==> src/rtl/axi_rd_arbiter.sv <==
// Two-requester (instruction/data) AXI4 read-channel arbiter with one outstanding transaction.
// Ties alternate away from the previous owner; burst length is checked against rlast.
module axi_rd_arbiter #(
    parameter int ADDR_W = 32,
    parameter int DATA_W = 32
) (
    input  logic              clk,
    input  logic              rst_n,

    input  logic [ADDR_W-1:0] i_araddr,
    input  logic [7:0]        i_arlen,
    input  logic              i_arvalid,
    output logic              i_arready,
    output logic [DATA_W-1:0] i_rdata,
    output logic [1:0]        i_rresp,
    output logic              i_rlast,
    output logic              i_rvalid,
    input  logic              i_rready,

    input  logic [ADDR_W-1:0] d_araddr,
    input  logic [7:0]        d_arlen,
    input  logic              d_arvalid,
    output logic              d_arready,
    output logic [DATA_W-1:0] d_rdata,
    output logic [1:0]        d_rresp,
    output logic              d_rlast,
    output logic              d_rvalid,
    input  logic              d_rready,

    output logic [ADDR_W-1:0] m_araddr,
    output logic [7:0]        m_arlen,
    output logic              m_arvalid,
    input  logic              m_arready,
    output logic [1:0]        m_arburst,
    output logic [2:0]        m_arsize,
    input  logic [DATA_W-1:0] m_rdata,
    input  logic [1:0]        m_rresp,
    input  logic              m_rlast,
    input  logic              m_rvalid,
    output logic              m_rready,

    output logic [1:0]        gnt,
    output logic              len_err,
    output logic [1:0]        state_dbg
);

    // Handshakes: a transfer happens on a rising edge where valid and ready are both 1;
    // valid never depends on ready, and arready here depends only on arvalid.
    typedef enum logic [1:0] {
        IDLE = 2'd0,
        ADDR = 2'd1,
        DATA = 2'd2
    } state_t;

    state_t            state_q, state_d;
    logic [ADDR_W-1:0] araddr_q;
    logic [7:0]        arlen_q;
    logic [7:0]        beat_cnt_q;
    logic [1:0]        gnt_q;
    logic              last_owner_q;   // 1 = D owned the previous transaction
    logic              len_err_q;

    logic win_i, win_d, sel_rready, r_hs;

    assign win_i      = i_arvalid & (~d_arvalid | last_owner_q);
    assign win_d      = d_arvalid & (~i_arvalid | ~last_owner_q);
    assign sel_rready = (gnt_q[0] & i_rready) | (gnt_q[1] & d_rready);
    assign r_hs       = (state_q == DATA) & m_rvalid & sel_rready;

    assign m_araddr  = araddr_q;
    assign m_arlen   = arlen_q;
    assign m_arvalid = (state_q == ADDR);
    assign m_arburst = 2'b01;
    assign m_arsize  = 3'($clog2(DATA_W / 8));
    assign gnt       = gnt_q;
    assign len_err   = len_err_q;
    assign state_dbg = state_q;

    assign i_rdata = m_rdata;
    assign d_rdata = m_rdata;
    assign i_rresp = m_rresp;
    assign d_rresp = m_rresp;
    assign i_rlast = m_rlast;
    assign d_rlast = m_rlast;

    always_ff @(posedge clk or negedge rst_n) begin
        if (!rst_n) begin
            state_q <= IDLE;
        end else begin
            state_q <= state_d;
        end
    end

    always_comb begin
        state_d   = state_q;
        i_arready = 1'b0;
        d_arready = 1'b0;
        m_rready  = 1'b0;
        i_rvalid  = 1'b0;
        d_rvalid  = 1'b0;
        case (state_q)
            IDLE: begin
                i_arready = win_i;
                d_arready = win_d;
                if (win_i | win_d) state_d = ADDR;
            end
            ADDR: begin
                if (m_arready) state_d = DATA;
            end
            DATA: begin
                m_rready = sel_rready;
                i_rvalid = gnt_q[0] & m_rvalid;
                d_rvalid = gnt_q[1] & m_rvalid;
                if (r_hs && m_rlast) state_d = IDLE;
            end
            default: state_d = IDLE;
        endcase
    end

    always_ff @(posedge clk or negedge rst_n) begin
        if (!rst_n) begin
            araddr_q     <= '0;
            arlen_q      <= '0;
            beat_cnt_q   <= '0;
            gnt_q        <= 2'b00;
            last_owner_q <= 1'b1;
            len_err_q    <= 1'b0;
        end else begin
            if (state_q == IDLE && (win_i || win_d)) begin
                araddr_q   <= win_i ? i_araddr : d_araddr;
                arlen_q    <= win_i ? i_arlen : d_arlen;
                gnt_q      <= {win_d, win_i};
                beat_cnt_q <= '0;
            end
            if (r_hs) begin
                beat_cnt_q <= beat_cnt_q + 8'd1;
                // Early rlast and missing rlast on the final counted beat are both errors.
                if (m_rlast != (beat_cnt_q == arlen_q)) len_err_q <= 1'b1;
                if (m_rlast) begin
                    last_owner_q <= gnt_q[1];
                    gnt_q        <= 2'b00;
                end
            end
        end
    end

endmodule

==> config.mk <==
export PLATFORM = sky130hd
export DESIGN_NAME = axi_rd_arbiter
export DESIGN_NICKNAME = d
export VERILOG_FILES = /design/src/rtl/axi_rd_arbiter.sv
export SDC_FILE = /design/constraint.sdc
export NUM_CORES = 1
export LEC_CHECK = 0
export BUFFER_PORTS_ARGS = -buffer_cell sky130_fd_sc_hd__buf_2
export CAP_MARGIN = 20
export CORE_ASPECT_RATIO = 0.5
export CORE_UTILIZATION = 35
export CTS_CLUSTER_SIZE = 8
export DETAILED_ROUTE_END_ITERATION = 6
export MAX_ROUTING_LAYER = met4
export PLACE_DENSITY_LB_ADDON = 0.2
export SYNTH_ARGS = -nofsm -noshare
export SYNTH_HDL_FRONTEND = slang
export SYNTH_SLANG_ARGS = --single-unit
==> constraint.sdc <==
create_clock -name clk -period 3.3 [get_ports clk]
set_input_delay 0.33 -clock clk [delete_from_list [all_inputs] [get_ports clk]]
set_output_delay 0.33 -clock clk [all_outputs]
set_load 0.01 [all_outputs]
==> results of run 1 <==
## per-layer routing
metal | vias to the layer above | share of wire [%] | global-route usage [%]
met5 | - | 0 | -
met4 | 0 | 1.1 | 4.869
met3 | 10 | 7.6 | 5.007
met2 | 93 | 52 | 29.67
met1 | 1038 | 39 | 17.70
li1 | 1185 | - | -
## report_power, final
part,internal (mW),switching (mW)
registers,0.951,0.207
clock network,0.301,0.227
logic,0.508,0.694
## cell usage in the layout (no fill, tap or decap), drive strengths merged, types with 3 or more instances in the layout
cell and count:
o21ai 45, a21oi 6, and3 3, conb 5
buf 146, xor2 8, nor2 8, nand2 50
dfrtp 53, clkbuf 7, mux2i 45, inv 4
nor3 4
## metrics by stage
step | utilization [%] | instance area [sq um]
2_1_floorplan | - | 3273
4_1_cts | 41.37 | 3665
6_report | 41.37 | 3665
5_1_grt | 41.37 | 3665
3_5_place_dp | 39.70 | 3517
3_3_place_gp | 39.70 | 3517
## final cells by class
class,instances,area [sq um],share of cell area (%)
Clock buffer,7,142.6,3.892
Clock inverter,1,5.005,0.1366
Inverter,4,15.01,0.4097
Multi-Input combinational cell,194,1260,34.38
Sequential cell,54,1353,36.91
Tap cell,117,146.4,3.995
Timing Repair Buffer,146,743.2,20.28
## worst max-delay path, stage by stage (launching register included)
cell     delay [ns]
dfrtp_1        0.51
nor2_1         0.14
o21ai_4        0.38
buf_4          0.47
o21ai_0        0.15
## kinds of logic after synthesis
kind of cell,after synthesis,share of synthesized area [%]
AOI/OAI and AO/OA,57,9.820
xor gates and xnor gates,8,2.148
adders and majority gates,1,0.3835
buffers and inverters,94,20.83
DFF,54,41.47
muxes,46,14.15
other,2,0.2302
and+or+nand+nor,77,10.97
## path summary, 6_finish.rpt
check | end | cells past startpoint | slack, ns | start
max in group asynchronous | last_owner_q | 2 | 2.55 | rst_n
max reg2reg | m_araddr[11] | 4 | 1.49 | state_dbg[1]
min | m_araddr[0] | 1 | 0.02 | rst_n
min reg2reg | m_araddr[6] | 2 | 0.47 | m_araddr[6]
min in group clk | state_dbg[0] | 2 | 0.23 | m_arready
max | m_araddr[11] | 4 | 1.49 | state_dbg[1]
## flip-flops by register name, summed over array words and instances (netlist names)
name          cells
m_arlen           8
gnt               2
beat_cnt_q        8
state_dbg         2
last_owner_q      1
m_araddr         32
len_err           1
==> run metrics, run 1 <==
outcome complete, but fails checks; failing checks DRC; share of the clock period used by the worst path after layout 54.85%; Nets 529; total global routing overflow 0; wire length of the first global-routing pass 12.32 mm; cell total after placement 515; sequential fraction of the synthesis area just over 40%; number of global-route vias before repair between 2000 and 2500; Worst EP arrival 1.97 ns; FP Rows 24; share of final-layout standard cells stronger than drive strength 1 between 40% and 50%; vertical extent of the die 70.27 microns; Pwr per Cell Area 788.0 nW/um^2; initial antenna violation count 0; GR Util All Layers 16.51%; maximum level of the CTS H-tree 2; weighted congestion reported at the end of routability-driven placement between 0.7 and 0.8; Post-synth ARST share 100.0%; HP Class in -> async; antenna diode instance count 0; post-route total power 2.888 mW; # DRC 25; cell area after synthesis around 3300 sq um; pin count of the biggest net entering global routing 48; critical path fanouts, max 47; Setup WS post-layout 1.490 ns; Fillers between 800 and 900; clock buffers created by TritonCTS 5; max-cap violations 0; area growth from synthesis to layout 12.35%; register bit total from synthesis 54; Detailed Routing Iterations Pass 1 6; CP Class reg -> reg; port buffer count 141; starting density of the core a little under two fifths; setup skew after layout 0.003900 ns; clock buffer depth 2; distinct cell type count of the synthesized netlist 37; worst slack on hold paths 0.02157 ns; P_leak around 2.1 nW; final total negative setup slack 0 ns; number of enable-type register cells in the synthesized netlist 0; core box area 8859 sq um; TritonCTS clock tree done; final count of negative-setup-slack endpoints 0; count of nets left with antenna violations after detail routing 0; pre-CTS setup slack 1.233 ns; gate count after technology mapping around 340; Routed WL per cell 14.54 microns; CP startpoint kind flop; fin crit period between 1.5 and 2 ns; total via count after detailed routing 2326; total of hold buffers inserted after clock tree synthesis 0; top cell type by total area after synthesis dfrtp_1; x dimension of the die 138.5 microns; slew at the pin closest to its max-slew limit 0.9992 ns; floorplan die area 9733 sq um; top cells by count, synth 78 x buf_4, 53 x dfrtp_1, 50 x nand2_1; crit path capture type flop; worst endpoint required time between 3 and 4 ns; most frequent cell after synthesis buf_4; number of top-level pins 249; clock tree sinks 54; dominant register cell in the synthesized netlist dfrtp_1; dominant cells by area after synthesis dfrtp_1 41%, buf_4 18%, mux2i_1 14%, o21ai_0 6.4%, nand2_1 5.8%; post-synth top area share roughly two fifths; highest ir drop seen on vdd 0.0002495 V; number of endpoints with negative hold slack in the final report 0; Reg clk slew, reported paths 0.07 ns; number of pins with negative max-slew slack in the final report 0; headroom to the max-slew limit 33.14%; fin cells ~520; Root Buffer Master clkbuf_16; routed wire length ~7.6 mm; HPWL Detailed 6.015 mm; routed vias/inst 4.447; post-synthesis average cell area between 9 and 10 sq um; Syn. warnings 0; post-CTS setup buffers 0; achievable frequency 552.4 MHz; RSZ-0062 raised after global routing no; count of cells resized by post-cts repair 0; Worst-Skew Late Latency 0.29 ns; iteration-0 DRC count of the detailed router between 100 and 150
Note: power is estimated with default switching activity, not from simulation.
==> run 2, diff against run 1 <==
==> constraint.sdc (replaced) <==
create_clock -name clk -period 1.77 [get_ports clk]
set_input_delay 0.177 -clock clk [delete_from_list [all_inputs] [get_ports clk]]
set_output_delay 0.177 -clock clk [all_outputs]
set_load 0.01 [all_outputs]
==> run 2 against run 1 <==
Net effect:
- the run still ends with DRC left
- maximum frequency grew 13%
- worst setup slack got worse by 1.3 ns
- power up 91%
==> run metrics, run 2 (synthesis gave the netlist of run 1 again) <==
final total negative setup slack 0 ns (unchanged); commonest cells after routing, fill and taps aside 141 x buf_2, 53 x dfrtp_1, 50 x nand2_1 (unchanged); share of total power in sequential cells 39.0% (was 40.1%); worst endpoint required time 1.94 ns (was 3.46 ns); CP Class reg -> reg (unchanged); floorplan die area 9733 sq um (unchanged); max reg flops 32 (unchanged); Root Buffer Master clkbuf_16 (unchanged); failing checks DRC (unchanged); Cells on Worst Hold Path 2; Reg clk slew, reported paths 0.07 ns (about the same); count of nets left with antenna violations after detail routing 0 (unchanged); final core utilization 42.16% (was 41.37%); starting density of the core 36.82% (unchanged); vertical extent of the die 70.27 microns (unchanged); Nets 531 (was 529); area growth from synthesis to layout 14.50% (was 12.35%); slew at the pin closest to its max-slew limit 0.5623 ns (was 0.9992 ns); setup slack on the worst flop-to-flop path 0.17 ns (was 1.49 ns); crit path capture type flop (unchanged); number of endpoints with negative hold slack in the final report 0 (unchanged); Detailed Routing Iterations Pass 1 6 (unchanged); achievable frequency 624.5 MHz (was 552.4 MHz); pin count of the biggest net entering global routing 45 (was 48); switching power 2.083 mW (was 1.128 mW); HP Class in -> reg (was in -> async); cell total after placement 516 (was 515); weighted congestion reported at the end of routability-driven placement 0.7741 (was 0.7497); Pwr per Cell Area 1474 nW/um^2 (was 788.0 nW/um^2); fin crit period 1.601 ns (was 1.810 ns); internal power 3.423 mW (was 1.760 mW); outcome complete, but fails checks (unchanged); CP startpoint beat_cnt_q[1] (was state_dbg[1]); routed vias/inst 4.507 (was 4.447); worst r2r path cells 4 (unchanged); total via count after detailed routing 2366 (was 2326); HPWL Detailed 6.099 mm (was 6.015 mm); setup skew after layout 0.008667 ns (was 0.003900 ns); antenna diode instance count 0 (unchanged); number of global-route vias before repair 2170 (was 2343); FP Rows 24 (unchanged); share of the clock period used by the worst path after layout 90.47% (was 54.85%); post-CTS setup buffers 0 (unchanged); critical path fanouts, max 4 (was 47); routed wire length 7.582 mm (was 7.605 mm); fin cells 525 (was 523); port buffer count 141 (unchanged); Routed WL per cell 14.44 microns (was 14.54 microns); total global routing overflow 0 (unchanged); iteration-0 DRC count of the detailed router 92 (was 132); Setup WS post-layout 0.1687 ns (was 1.490 ns); final count of negative-setup-slack endpoints 0 (unchanged); core box area 8859 sq um (unchanged); timing endpoint of the critical path len_err (was m_araddr[11]); clock share of power 19.5% (was 18.3%); P_leak 2.097 nW (was 2.069 nW); fraction of power consumed by combinational cells 41.5% (was 41.6%); worst reg2reg startpoint beat_cnt_q[1] (was state_dbg[1]); number of top-level pins 249 (unchanged); maximum level of the CTS H-tree 2 (unchanged); Fillers 856 (was 888); CP startpoint kind flop (unchanged); pre-CTS setup slack 0.1988 ns (was 1.233 ns); wire length of the first global-routing pass 11.59 mm (was 12.32 mm); worst flop-to-flop path endpoint len_err (was m_araddr[11]); highest ir drop seen on vdd 0.0004826 V (was 0.0002495 V); share of final-layout standard cells stronger than drive strength 1 39.95% (was 40.15%); RSZ-0062 raised after global routing no (unchanged); TritonCTS clock tree done (unchanged); # DRC 25 (unchanged); clock buffers created by TritonCTS 5 (unchanged); initial antenna violation count 0 (unchanged); headroom to the max-slew limit 62.51% (was 33.14%); number of pins with negative max-slew slack in the final report 0 (unchanged); x dimension of the die 138.5 microns (unchanged); commonest non-fill, non-tap cell in the layout buf_2 (unchanged); clock tree sinks 54 (unchanged); max-cap violations 0 (unchanged); clock buffer depth 2 (unchanged); proportion of total power due to net switching 37.83% (was 39.06%); GR Util All Layers 15.63% (was 16.51%); Worst-Skew Late Latency 0.29 ns (about the same); Worst EP arrival 1.78 ns (was 1.97 ns)
run 2: how the worst min path moves through the flow:
| stage | startpoint | to | slack, ns |
|---|---|---|---|
| 6_report | m_arready | state_dbg[0] | 0.08 |
| 5_1_grt | m_arready | state_dbg[0] | 0.07 |
| 4_1_cts | m_arready | state_dbg[0] | 0.07 |
| 3_5_place_dp | rst_n | m_araddr[22] | 0.20 |
| 3_3_place_gp | rst_n | m_araddr[22] | 0.20 |
| 2_1_floorplan | rst_n | beat_cnt_q[0] | -0.12 |
run 2: per-layer routing:
metal	share of wire (%)	track usage (%)
met2	52	28.09
met5	0	-
met1	40	16.50
met4	1.0	4.120
met3	7.6	5.418
run 2: layout make-up:
| class | instances | area [sq um] | area share (%) |
|---|---|---|---|
| Clock buffer | 7 | 132.6 | 3.551 |
| Clock inverter | 1 | 30.03 | 0.8040 |
| Inverter | 4 | 15.01 | 0.4020 |
| Multi-Input combinational cell | 194 | 1260 | 33.74 |
| Sequential cell | 54 | 1353 | 36.21 |
| Tap cell | 117 | 146.4 | 3.920 |
| Timing Repair Buffer | 148 | 798.3 | 21.37 |
run 2: metrics by stage:
stage / hold WS [ns] / power (mW) / area (sq um)
floorplan: -0.1186 / 3.709 / 3273
global placement: 0.1996 / 4.477 / 3562
detailed placement: 0.1967 / 4.514 / 3562
CTS: 0.07425 / 5.615 / 3735
global route: 0.06907 / 5.947 / 3735
finish: 0.08052 / 5.506 / 3735
run 2: timing repair:
| item | CTS | global route |
|---|---|---|
| endpoints found under the hold margin | 19 | 0 |
| setup endpoints to repair | 0 | 0 |
| hold buffers | 1 | 0 |
| resized for setup | 0 | 0 |
run 2: power groups by stage:
stage	logic [mW]	registers (mW)	clock network (mW)
finish	2.29	2.15	1.07
global route	2.55	2.23	1.16
CTS	2.33	2.16	1.12
detailed placement	2.34	2.18	0
global placement	2.31	2.17	0
floorplan	1.33	2.38	0
run 2: worst max-delay path, cell delays in order, from the launching register on:
cell and delay (ns):
dfrtp_1 0.42, xor2_1 0.17, nor4_1 0.45, a21boi_1 0.12, a311o_1 0.33
